===== src/rtl/sum_round_sequencer.sv =====
// sum_round_sequencer: runs one game of the scrambled-number sum game.
// Ports: Clk/Rst, access_ok, start, gen_req/gen_ack/rnd_a/rnd_b (generator),
//   guess/guess_vld (player), ld_a/ld_b/disp_a/disp_b (display),
//   correct/wrong pulses, score, tries_left, round_num, busy, game_over.
module sum_round_sequencer #(
  parameter int DATA_W    = 4,
  parameter int MAX_TRIES = 3,
  parameter int ROUNDS    = 4,
  parameter int TIMEOUT   = 200,
  parameter int SCORE_W   = 8
) (
  input  logic               Clk,
  input  logic               Rst,
  input  logic               access_ok,
  input  logic               start,
  output logic               gen_req,
  input  logic               gen_ack,
  input  logic [DATA_W-1:0]  rnd_a,
  input  logic [DATA_W-1:0]  rnd_b,
  input  logic [DATA_W:0]    guess,
  input  logic               guess_vld,
  output logic               ld_a,
  output logic               ld_b,
  output logic [DATA_W-1:0]  disp_a,
  output logic [DATA_W-1:0]  disp_b,
  output logic               correct,
  output logic               wrong,
  output logic [SCORE_W-1:0] score,
  output logic [1:0]         tries_left,
  output logic [3:0]         round_num,
  output logic               busy,
  output logic               game_over
);

  typedef enum logic [3:0] {
    S_IDLE, S_REQ, S_WAIT_GEN, S_LOAD_A, S_LOAD_B,
    S_WAIT_GUESS, S_CHECK, S_NEXT, S_DONE
  } state_t;

  localparam int TO_W = $clog2(TIMEOUT);
  localparam logic [TO_W-1:0] TO_LAST = TO_W'(TIMEOUT - 1);
  localparam logic [3:0] RN_LAST = 4'(ROUNDS);
  localparam logic [1:0] TRIES_INIT = 2'(MAX_TRIES);

  state_t r_state;
  state_t w_next;

  logic [DATA_W-1:0]  r_op_a;
  logic [DATA_W-1:0]  r_op_b;
  logic [DATA_W-1:0]  r_disp_a;
  logic [DATA_W-1:0]  r_disp_b;
  logic [DATA_W:0]    r_guess;
  logic [DATA_W:0]    w_sum;
  logic [TO_W-1:0]    r_tcnt;
  logic [SCORE_W-1:0] r_score;
  logic [1:0]         r_tries;
  logic [1:0]         w_tries_dec;
  logic [3:0]         r_round;
  logic               r_correct;
  logic               r_wrong;
  logic               w_go;
  logic               w_abort;
  logic               w_timeout;
  logic               w_match;
  logic               w_last_round;

  assign w_go         = start & access_ok;
  assign w_abort      = busy & ~access_ok;
  assign w_sum        = {1'b0, r_disp_a} + {1'b0, r_disp_b};
  assign w_match      = (r_guess == w_sum);
  assign w_tries_dec  = r_tries - 2'd1;
  assign w_last_round = (r_round == RN_LAST);
  // a guess arriving on the final timeout cycle takes priority
  assign w_timeout    = ~guess_vld & (r_tcnt == TO_LAST);

  assign disp_a     = r_disp_a;
  assign disp_b     = r_disp_b;
  assign correct    = r_correct;
  assign wrong      = r_wrong;
  assign score      = r_score;
  assign tries_left = r_tries;
  assign round_num  = r_round;

  always_ff @(posedge Clk) begin
    if (Rst) r_state <= S_IDLE;
    else     r_state <= w_next;
  end

  always_comb begin
    w_next = r_state;
    if (w_abort) begin
      w_next = S_IDLE;
    end else begin
      unique case (r_state)
        S_IDLE:       if (w_go) w_next = S_REQ;
        S_REQ:        w_next = S_WAIT_GEN;
        S_WAIT_GEN:   if (gen_ack) w_next = S_LOAD_A;
        S_LOAD_A:     w_next = S_LOAD_B;
        S_LOAD_B:     w_next = S_WAIT_GUESS;
        S_WAIT_GUESS: begin
          if (guess_vld)      w_next = S_CHECK;
          else if (w_timeout) w_next = S_NEXT;
        end
        S_CHECK: begin
          if (w_match || w_tries_dec == 2'd0) w_next = S_NEXT;
          else                                w_next = S_WAIT_GUESS;
        end
        S_NEXT:       w_next = w_last_round ? S_DONE : S_REQ;
        S_DONE:       if (w_go) w_next = S_REQ;
        default:      w_next = S_IDLE;
      endcase
    end
  end

  always_comb begin
    gen_req   = 1'b0;
    ld_a      = 1'b0;
    ld_b      = 1'b0;
    busy      = 1'b1;
    game_over = 1'b0;
    unique case (r_state)
      S_IDLE:   busy = 1'b0;
      S_REQ:    gen_req = 1'b1;
      S_LOAD_A: ld_a = 1'b1;
      S_LOAD_B: ld_b = 1'b1;
      S_DONE: begin
        busy      = 1'b0;
        game_over = 1'b1;
      end
      default: ;
    endcase
  end

  always_ff @(posedge Clk) begin
    if (Rst) begin
      r_op_a    <= '0;
      r_op_b    <= '0;
      r_disp_a  <= '0;
      r_disp_b  <= '0;
      r_guess   <= '0;
      r_tcnt    <= '0;
      r_score   <= '0;
      r_tries   <= '0;
      r_round   <= '0;
      r_correct <= 1'b0;
      r_wrong   <= 1'b0;
    end else begin
      r_correct <= 1'b0;
      r_wrong   <= 1'b0;
      if (w_abort) begin
        r_round <= '0;
        r_tries <= '0;
      end else begin
        unique case (r_state)
          S_IDLE, S_DONE: begin
            if (w_go) begin
              r_score <= '0;
              r_round <= 4'd1;
            end
          end
          S_WAIT_GEN: begin
            if (gen_ack) begin
              r_op_a <= rnd_a;
              r_op_b <= rnd_b;
            end
          end
          S_LOAD_A: r_disp_a <= r_op_a;
          S_LOAD_B: begin
            r_disp_b <= r_op_b;
            r_tries  <= TRIES_INIT;
            r_tcnt   <= '0;
          end
          S_WAIT_GUESS: begin
            if (guess_vld) begin
              r_guess <= guess;
            end else if (w_timeout) begin
              r_wrong <= 1'b1;
              r_tries <= '0;
            end else begin
              r_tcnt <= r_tcnt + TO_W'(1);
            end
          end
          S_CHECK: begin
            if (w_match) begin
              r_correct <= 1'b1;
              if (r_score != '1) r_score <= r_score + SCORE_W'(1);
            end else begin
              r_wrong <= 1'b1;
              r_tries <= w_tries_dec;
              r_tcnt  <= '0;
            end
          end
          S_NEXT: begin
            if (!w_last_round) r_round <= r_round + 4'd1;
          end
          default: ;
        endcase
      end
    end
  end

endmodule


===== config.mk =====
export PLATFORM = sky130hd
export DESIGN_NAME = sum_round_sequencer
export DESIGN_NICKNAME = d
export VERILOG_FILES = /design/src/rtl/sum_round_sequencer.sv
export SDC_FILE = /design/constraint.sdc
export NUM_CORES = 1
export LEC_CHECK = 0
export ABC_AREA = 0
export CELL_PAD_IN_SITES_DETAIL_PLACEMENT = 1
export CELL_PAD_IN_SITES_GLOBAL_PLACEMENT = 1
export CORE_MARGIN = 1
export CORE_UTILIZATION = 40
export CTS_CLUSTER_DIAMETER = 200
export CTS_CLUSTER_SIZE = 14
export DETAILED_ROUTE_END_ITERATION = 16
export GPL_TIMING_DRIVEN = 1
export PLACE_DENSITY = 0.82
export SYNTH_ARGS = -nofsm -noshare
export SYNTH_HDL_FRONTEND = slang
export SYNTH_SLANG_ARGS = --single-unit

===== constraint.sdc =====
create_clock -name Clk -period 7.45 [get_ports Clk]
set_clock_uncertainty 0.15 [all_clocks]
set_input_delay 1.49 -clock Clk [delete_from_list [all_inputs] [get_ports Clk]]
set_output_delay 1.49 -clock Clk [all_outputs]
set_load 0.02 [all_outputs]

==> summary.txt, run 1 <==
# IOs: 48
Comb power frac: 7.4%
share of the synthesized area in the top cell type: 37.4%
clk slew on worst S/H paths: 100 ps
die area: 6890 um^2
hold path startpoint: r_op_b[3]
Sequential Power Share: 58.3%
CTS H-tree lvls: 2
count leader, synth: dfxtp_1
clk_lat worst skew: 310 ps
Worst Setup Path Type: reg -> out
Worst R2R End: score[3]
Post-CTS Resized: 0
DIE HEIGHT: 83.0 um
DR iter-0 viols: 162
Setup-failing EPs final: 0
cell-internal power: 0.000344 W
hold_buf cts: 0
Yosys cell types: 53
Avg WL per Cell: 16.0 um
mapped cell area: 2620 um^2
GRT overflow: 0
total number of yosys warnings: 0
Post-synth top flop: dfxtp_1
MaxCap Viol Count: 0
antenna fix cells: 0
Starting Density: 41.3%
Syn-to-layout area delta: 22.8%
Clk Tree Root Cell: clkbuf_8
ranking of synthesized cells by area: dfxtp_1 37%, mux2i_1 6.1%, a21oi_1 5.2%
via/cell ratio: 5.78
Fin. Hold Viols: 0
Worst IR Drop VDD: 0.0941 mV
routed wire length: 6840 um
drt first pass iters: 4
Worst Hold Path EP: disp_b[3]
Post-Layout Cell Count: 427
Critical Path End Type: primary output
first-pass GRT wire length: 11700 um
# clock sinks: 49
initial antenna violation count: 0
Worst Setup SP: r_state[2]
post-synthesis sequential area ratio: 37.4%
fin. max-slew vios: 0
CTS tree: built
startpoint type of the worst setup path: flop
GRT Util Overall: 20.5%
via count: 2468
Synth Instances: 306
RSZ-0062 raised after global routing: no
global placement routability congestion: 0.818
Reg-to-Reg Start: disp_b[0]
drc violations: 0
pin count of the biggest net entering global routing: 39
Setup Buffers After CTS: 0
Critical Path AT: 2350 ps
Rel. slew slack: 42.8%
Post-Place Cells: 418
fin crit share: 53.5%
maximum clock rate: 251 MHz
reg-to-reg slack, setup: 4690 ps
syn nets: 335
Port Buffer Count: 47
synthesized area per cell: 8.57 um^2
clk buf depth: 2
CP required: 5810 ps
DP Wirelength: 5120 um
NetSw: 0.000111 W
Post-synth EDFFs: 0
leading area contributor after synthesis: dfxtp_1
Nets: 378
layout cell share with drive strength beyond 1: 4.57%
Sw Share: 24.4%
Fillers: 744
row count: 29
synthesized flop and latch total: 49
Hold/Removal Path Class: reg -> reg
Core Region: 6350 um^2
worst reg2reg path depth: 7
Fin Setup TNS: 0 ps
Critical Path Fanout Max: 11
Leak: 1.11 nW
vias in the first global route: 2457
Post-DRT Antenna Nets: 0
ys async rst share: 0%
worst slew pin tran: 852 ps
outcome: finished clean
WHS Path Cells: 2
chip width: 83.0 um
min cycle time layout: 3990 ps
most frequent cells after synthesis: 49 x dfxtp_1, 32 x nand2_1, 32 x nor2_1, 27 x a21oi_1, 20 x nand3_1
PwrDens: 141 nW/um^2
Clk pwr share: 34.3%
CTS Buf Count: 5
==> cells by family (layout without fill, tap and decap cells) <==
group           Yosys count  in the layout  synth area share (%)
xor+xnor                  8              8                  3.20
mux                      16             16                  6.10
fa+ha+maj                10             10                  5.05
simple gates            133            133                  27.0
buf+inv                  21             65                  3.53
flops                    49             49                  37.4
compound gates           69             69                  17.7
==> critical path, stage by stage (launching register included) <==
cell	delay [ps]
dfxtp_1	580
nand2b_1	160
nor3_1	570
clkdlybuf4s50_1	740
==> how the worst max path moves through the flow <==
stage	to	slack, ps	cells after the start
2_1_floorplan	ld_b	4480	3
3_3_place_gp	score[2]	3640	4
3_5_place_dp	r_state[1]	3530	5
4_1_cts	ld_b	3450	3
5_1_grt	ld_b	3310	3
6_report	ld_b	3460	3
==> layout make-up <==
cell class	instances	area [um^2]	area share (%)
Clock buffer	6	72.6	2.25
Tap cell	77	96.3	2.99
Sequential cell	49	981	30.4
Multi-Input combinational cell	236	1550	48.1
Timing Repair Buffer	49	483	15.0
Inverter	8	30.0	0.932
Clock inverter	2	10.0	0.311
==> power by group through the flow <==
stage / sequential, W / clock, W / combinational (W)
after floorplan: 0.000270 / 0 / 0.0000174
after global placement: 0.000271 / 0 / 0.0000333
after detailed placement: 0.000271 / 0 / 0.0000334
after CTS: 0.000265 / 0.000160 / 0.0000336
after global routing: 0.000266 / 0.000171 / 0.0000363
final: 0.000265 / 0.000156 / 0.0000335
==> state kept, by name, summed over array words and instances (netlist names) <==
register and count:
correct 1, disp_a 4, disp_b 4, r_guess 5, r_op_a 4, r_op_b 4
r_state 4, r_tcnt 8, round_num 4, score 8, tries_left 2, wrong 1
==> per-layer routing <==
| layer | up-vias | part of all wire, % | GRT usage (%) |
|---|---|---|---|
| li1 | 1208 | - | - |
| met2 | 43 | 48 | 34.3 |
| met3 | 10 | 3.0 | 3.18 |
| met4 | 0 | 1.8 | 7.21 |
| met1 | 1207 | 47 | 26.9 |
| met5 | - | 0 | 0 |
==> through the flow <==
| step | utilization, % | power, W | instance area (um^2) | hold WS (ps) | setup slack, ps |
|---|---|---|---|---|---|
| floorplan | - | 0.000288 | 2620 | 293 | 4480 |
| global placement | 49.4 | 0.000304 | 3140 | 307 | 3640 |
| detailed placement | 49.4 | 0.000305 | 3140 | 314 | 3530 |
| CTS | 50.7 | 0.000459 | 3220 | 326 | 3450 |
| global route | 50.8 | 0.000473 | 3220 | 346 | 3310 |
| finish | 50.8 | 0.000455 | 3220 | 316 | 3460 |
==> cell usage in the layout (no fill, tap or decap), types with 2 or more instances in the layout <==
| cell type | count |
|---|---|
| ha_1 | 9 |
| a311oi_1 | 6 |
| nand2_1 | 32 |
| nand4_1 | 3 |
| dfxtp_1 | 49 |
| nand4b_1 | 4 |
| nand3_1 | 20 |
| o31ai_1 | 2 |
| a21oi_1 | 27 |
| a22oi_1 | 2 |
| xor2_1 | 3 |
| or4_1 | 3 |
| xnor2_1 | 4 |
| clkdlybuf4s50_1 | 47 |
| nor2_1 | 32 |
| a21o_1 | 5 |
| o211ai_1 | 4 |
| clkinv_2 | 2 |
| inv_1 | 7 |
| nor4_2 | 2 |
| a41o_1 | 2 |
| mux2i_1 | 16 |
| nand2b_1 | 9 |
| a41oi_1 | 3 |
| nor3_1 | 8 |
| a31oi_1 | 2 |
| nor4_1 | 4 |
| and3b_1 | 2 |
| clkbuf_8 | 5 |
| o21ai_0 | 6 |
| and3_1 | 3 |
| and2_1 | 3 |
No activity file was read; power rests on OpenSTA's default activity.
==> run 2: changes to the inputs <==
CORE_UTILIZATION = 39   (was 40)
PLACE_DENSITY = 0.81   (was 0.82)
clock period = 3.8 ns   (was 7.45 ns; I/O delays follow)
==> summary.txt, run 2 (synthesis results as in run 1) <==
startpoint type of the worst setup path: flop
Worst Setup Path Type: reg -> out
DP Wirelength: 5630 um (+10%)
initial antenna violation count: 0 (unchanged)
failing checks: DRC
first-pass GRT wire length: 12700 um (+8.9%)
Post-DRT Antenna Nets: 0 (unchanged)
Leak: 1.13 nW (+1.2%)
min cycle time layout: 3090 ps
Nets: 381 (+0.79%)
CTS Buf Count: 5 (unchanged)
maximum clock rate: 324 MHz
Sequential Power Share: 58.0% (-0.3 points)
die area: 7060 um^2 (+2.5%)
fin crit share: 81.2%
drc violations: 6 (+6)
cell-internal power: 0.000675 W (+97%)
worst-path cell chain: nand2b_1 -> nor2_1 -> clkdlybuf4s50_1
row count: 29 (unchanged)
highest-count cells in the layout ignoring fill and taps: 49 x dfxtp_1, 47 x clkdlybuf4s50_1, 32 x nor2_1, 32 x nand2_1, 27 x a21oi_1
Hold/Removal Path Class: reg -> reg
Clk pwr share: 34.3% (about the same)
fin. max-slew vios: 0 (unchanged)
Post-Place Cells: 421 (+0.72%)
vias in the first global route: 2608 (+6.1%)
reg-to-reg slack, setup: 1030 ps (-3660 ps)
clk_lat worst skew: 310 ps (about the same)
Critical Path AT: 2180 ps (-170 ps)
Sw Share: 24.6% (+0.24 points)
clk slew on worst S/H paths: 90 ps (about the same)
Critical Path End Type: primary output
outcome: complete, but fails checks
Comb power frac: 7.7% (+0.3 points)
slowest CP cell: clkdlybuf4s50_1
via count: 2502 (+1.4%)
PwrDens: 276 nW/um^2 (+96%)
via/cell ratio: 5.82 (+0.67%)
Clk Tree Root Cell: clkbuf_8
Fillers: 770 (+3.5%)
hold_buf cts: 0 (unchanged)
DIE HEIGHT: 84.0 um (+1.2%)
Setup-failing EPs final: 0 (unchanged)
Syn-to-layout area delta: 23.7%
GRT Util Overall: 22.6% (+2.1 points)
antenna fix cells: 0 (unchanged)
leading cell type in the layout, fill and taps excluded: dfxtp_1
Core Region: 6420 um^2 (+1.1%)
pin count of the biggest net entering global routing: 24 (-38%)
GRT overflow: 0 (unchanged)
Post-CTS Resized: 0 (unchanged)
CTS tree: built
RSZ-0062 raised after global routing: no
delay-heaviest family, CP: buffers and inverters
Port Buffer Count: 47 (unchanged)
# clock sinks: 49 (unchanged)
Critical Path Fanout Max: 9 (-2)
routed wire length: 7540 um (+10%)
DR iter-0 viols: 145 (-10%)
Fin Setup TNS: 0 ps (unchanged)
worst slew pin tran: 785 ps (-66.8 ps)
Starting Density: 40.9% (-0.47 points)
MaxCap Viol Count: 0 (unchanged)
drt first pass iters: 10 (+6)
chip width: 84.0 um (+1.2%)
Worst IR Drop VDD: 0.139 mV (+48%)
Fin. Hold Viols: 0 (unchanged)
crit-path max cell delay: 690 ps (-50 ps)
clk buf depth: 2 (unchanged)
CP required: 2890 ps (-2920 ps)
# IOs: 48 (unchanged)
layout cell share with drive strength beyond 1: 5.38% (+0.81 points)
Worst Path Buf+Inv: 1 (unchanged)
global placement routability congestion: 0.835 (+2.2%)
Setup Buffers After CTS: 0 (unchanged)
Post-Layout Cell Count: 430 (+0.70%)
Avg WL per Cell: 17.5 um (+9.4%)
Rel. slew slack: 47.3% (+4.5 points)
CTS H-tree lvls: 2 (unchanged)
NetSw: 0.000221 W (+99%)
==> run 2: routing by layer <==
| metal | global-route usage, % | routed length [um] | vias to the layer above |
|---|---|---|---|
| li1 | - | - | 1212 |
| met2 | 38.5 | 3650 | 43 |
| met3 | 3.66 | 165 | 16 |
| met5 | 0 | 0 | - |
| met4 | 9.56 | 157 | 0 |
| met1 | 28.2 | 3560 | 1231 |
==> run 2: final timing paths <==
check / start / depth (start not counted) / endpoint
min: r_op_a[3] / 2 / disp_a[3]
min reg2reg: r_op_a[3] / 2 / disp_a[3]
max reg2reg: disp_a[0] / 7 / score[3]
max: r_state[1] / 3 / ld_a
==> run 2: through the flow <==
stage / setup slack, ps / utilization (%) / instance area [um^2] / power [W] / hold slack (ps)
after global placement: 1010 / 49.2 / 3160 / 0.000599 / 306
after detailed placement: 921 / 49.2 / 3160 / 0.000600 / 311
after CTS: 723 / 50.5 / 3240 / 0.000902 / 324
after global routing: 644 / 50.5 / 3250 / 0.000928 / 343
final: 714 / 50.5 / 3250 / 0.000896 / 321
after floorplan: 1320 / - / 2620 / 0.000564 / 293
==> run 2: area by class of cell <==
class / count / area [um^2] / share of cell area [%]
Timing Repair Buffer: 52 / 505 / 15.6
Inverter: 8 / 30.0 / 0.925
Multi-Input combinational cell: 236 / 1550 / 47.8
Clock inverter: 2 / 10.0 / 0.308
Clock buffer: 6 / 72.6 / 2.24
Tap cell: 77 / 96.3 / 2.97
Sequential cell: 49 / 981 / 30.2
==> run 2: power groups by stage <==
stage	Clock [W]	Combinational, W	Sequential, W
6_report	0.000307	0.0000694	0.000519
2_1_floorplan	0	0.0000342	0.000530
3_3_place_gp	0	0.0000678	0.000531
3_5_place_dp	0	0.0000687	0.000531
4_1_cts	0.000313	0.0000693	0.000519
5_1_grt	0.000333	0.0000748	0.000520
==> run 2: worst register-to-register path, cell delays in order, from the launching register on <==
cell and delay (ps):
dfxtp_1 340, ha_1 230, fa_1 410, xnor3_1 310, nand3_1 120, a221o_1 470, or4_1 530, a21boi_1 160
==> run 3: changes to the inputs <==
CORE_UTILIZATION = 35   (was 39)
PLACE_DENSITY = 0.76   (was 0.81)
clock period = 2.7 ns   (was 3.8 ns; I/O delays follow)
==> summary.txt, run 3 (synthesis results as in run 1) <==
Clk Tree Root Cell: clkbuf_8
row count: 31 (+6.9%)
DP Wirelength: 5790 um (+2.8%)
vias in the first global route: 2488 (-4.6%)
Critical Path End Type: primary output
GR Util met2: 36.6% (-2.0 points)
CTS H-tree lvls: 2 (unchanged)
global placement routability congestion: 0.804 (-3.7%)
post-route cell area: 3440 um^2 (+5.9%)
CTS tree: built
antenna fix cells: 0 (unchanged)
slowest CP cell: clkdlybuf4s50_1
fin worst setup slack: 53.5 ps (-661 ps)
GRT overflow: 0 (unchanged)
MaxCap Viol Count: 0 (unchanged)
CTS Buf Count: 5 (unchanged)
outcome: finished clean
Starting Density: 36.2% (-4.7 points)
Worst IR Drop VDD: 0.200 mV (+44%)
maximum clock rate: 378 MHz
layout cell share with drive strength beyond 1: 11.2% (+5.8 points)
GRT busiest layer: met2
first-pass GRT wire length: 12900 um (+1.1%)
clk buf depth: 2 (unchanged)
clk slew on worst S/H paths: 100 ps (about the same)
Post-Place Cells: 456 (+8.3%)
CP required: 2010 ps (-880 ps)
via count: 2563 (+2.4%)
PwrDens: 405 nW/um^2 (+47%)
DR iter-0 viols: 121 (-17%)
total power draw: 0.00139 W (+56%)
Critical Path Fanout Max: 9 (unchanged)
crit-path max cell delay: 670 ps (-20 ps)
Post-DP Area: 3280 um^2 (+4.0%)
Core Region: 7250 um^2 (+13%)
Rel. slew slack: 49.5% (+2.2 points)
grt met3 use: 2.52% (-1.1 points)
worst slew pin tran: 757 ps (-28.2 ps)
hold_buf cts: 0 (unchanged)
Nets: 394 (+3.4%)
startpoint type of the worst setup path: flop
chip width: 88.6 um (+5.4%)
initial antenna violation count: 0 (unchanged)
DIE HEIGHT: 88.6 um (+5.4%)
# clock sinks: 49 (unchanged)
leading cell type in the layout, fill and taps excluded: dfxtp_1
clk_lat worst skew: 310 ps (about the same)
Critical Path AT: 1960 ps (-220 ps)
drt first pass iters: 4 (-6)
# IOs: 48 (unchanged)
Port Buffer Count: 47 (unchanged)
worst-path cell chain: nand2b_1 -> nor2_1 -> clkdlybuf4s50_1
Syn-to-layout area delta: 31.0%
GRT Util Overall: 21.3% (-1.3 points)
die area: 7850 um^2 (+11%)
Avg WL per Cell: 17.0 um (-3.2%)
Worst Setup Path Type: reg -> out
Setup-failing EPs final: 0 (unchanged)
routed wire length: 7890 um (+4.7%)
drc violations: 0 (-6)
highest-count cells in the layout ignoring fill and taps: 48 x dfxtp_1, 47 x clkdlybuf4s50_1, 32 x nor2_1, 32 x nand2_1, 27 x a21oi_1
min cycle time layout: 2650 ps
fin. max-slew vios: 0 (unchanged)
Hold/Removal Path Class: reg -> reg
via/cell ratio: 5.51 (-5.3%)
Leak: 1.21 nW (+7.7%)
pin count of the biggest net entering global routing: 33 (+38%)
Post-DRT Antenna Nets: 0 (unchanged)
Post-Layout Cell Count: 465 (+8.1%)
fin crit share: 98.0%
grt met1 use: 28.1% (-0.18 points)
Fin. Hold Viols: 0 (unchanged)
dpl ws: 50.5 ps (-870 ps)
-- run 3: changes by cell type in the layout (fill, tap and decap cells not counted), sizes merged --
| cell | change |
|---|---|
| buf | +13 |
| bufinv | +1 |
| clkbuf | -1 |
| clkinv | -1 |
| clkinvlp | +1 |
-- run 3: repair_timing --
item | 4_1_cts | 5_1_grt
setup buffers | 0 | 1
resized for setup | 0 | 8
endpoints found under the hold margin | 0 | 0
endpoints found under the setup margin | 0 | 7
-- run 3: layout make-up --
cell class | count | area (um^2)
Clock buffer | 5 | 68.8
Clock inverter | 3 | 46.3
Fill cell | 870 | 3810
Inverter | 8 | 30.0
Multi-Input combinational cell | 236 | 1580
Sequential cell | 49 | 982
Tap cell | 99 | 124
Timing Repair Buffer | 65 | 606
-- run 3: final timing paths --
path | slack [ps] | from | endpoint | cells after the start
setup reg to reg | 100 | disp_a[0] | score[3] | 7
setup / recovery | 50 | r_state[1] | ld_a | 3
hold / removal | 320 | r_op_a[2] | disp_a[2] | 2
hold reg to reg | 320 | r_op_a[2] | disp_a[2] | 2
-- run 3: layer usage --
layer  share of wire (%)  wire [um]  vias up
met3                 1.5        118        8
met4                 1.4        110        0
met5                   0          0        -
met2                  50       3930       29
met1                  47       3730     1284
li1                    -          -     1242
-- run 3: metrics by stage --
stage | hold WS [ps] | util (%) | setup TNS [ps]
2_1_floorplan | 293 | - | 0
3_3_place_gp | 304 | 45.3 | 0
3_5_place_dp | 310 | 45.3 | 0
4_1_cts | 325 | 46.9 | 0
5_1_grt | 339 | 47.4 | -19.1
6_report | 319 | 47.4 | 0
-- run 3: power breakdown --
part | switching, W | internal [W] | leakage [nW] | total (W)
Sequential | 0.00000449 | 0.000725 | 0.395 | 0.000730
Combinational | 0.0000552 | 0.0000493 | 0.764 | 0.000104
Clock | 0.000282 | 0.000278 | 0.0543 | 0.000560
-- run 3: worst max-delay path, delay by kind of cell (launching register included) --
kind	cells	cell delay, ps
and+or+nand+nor	2	430
buffers and inverters	1	670
DFF	1	540
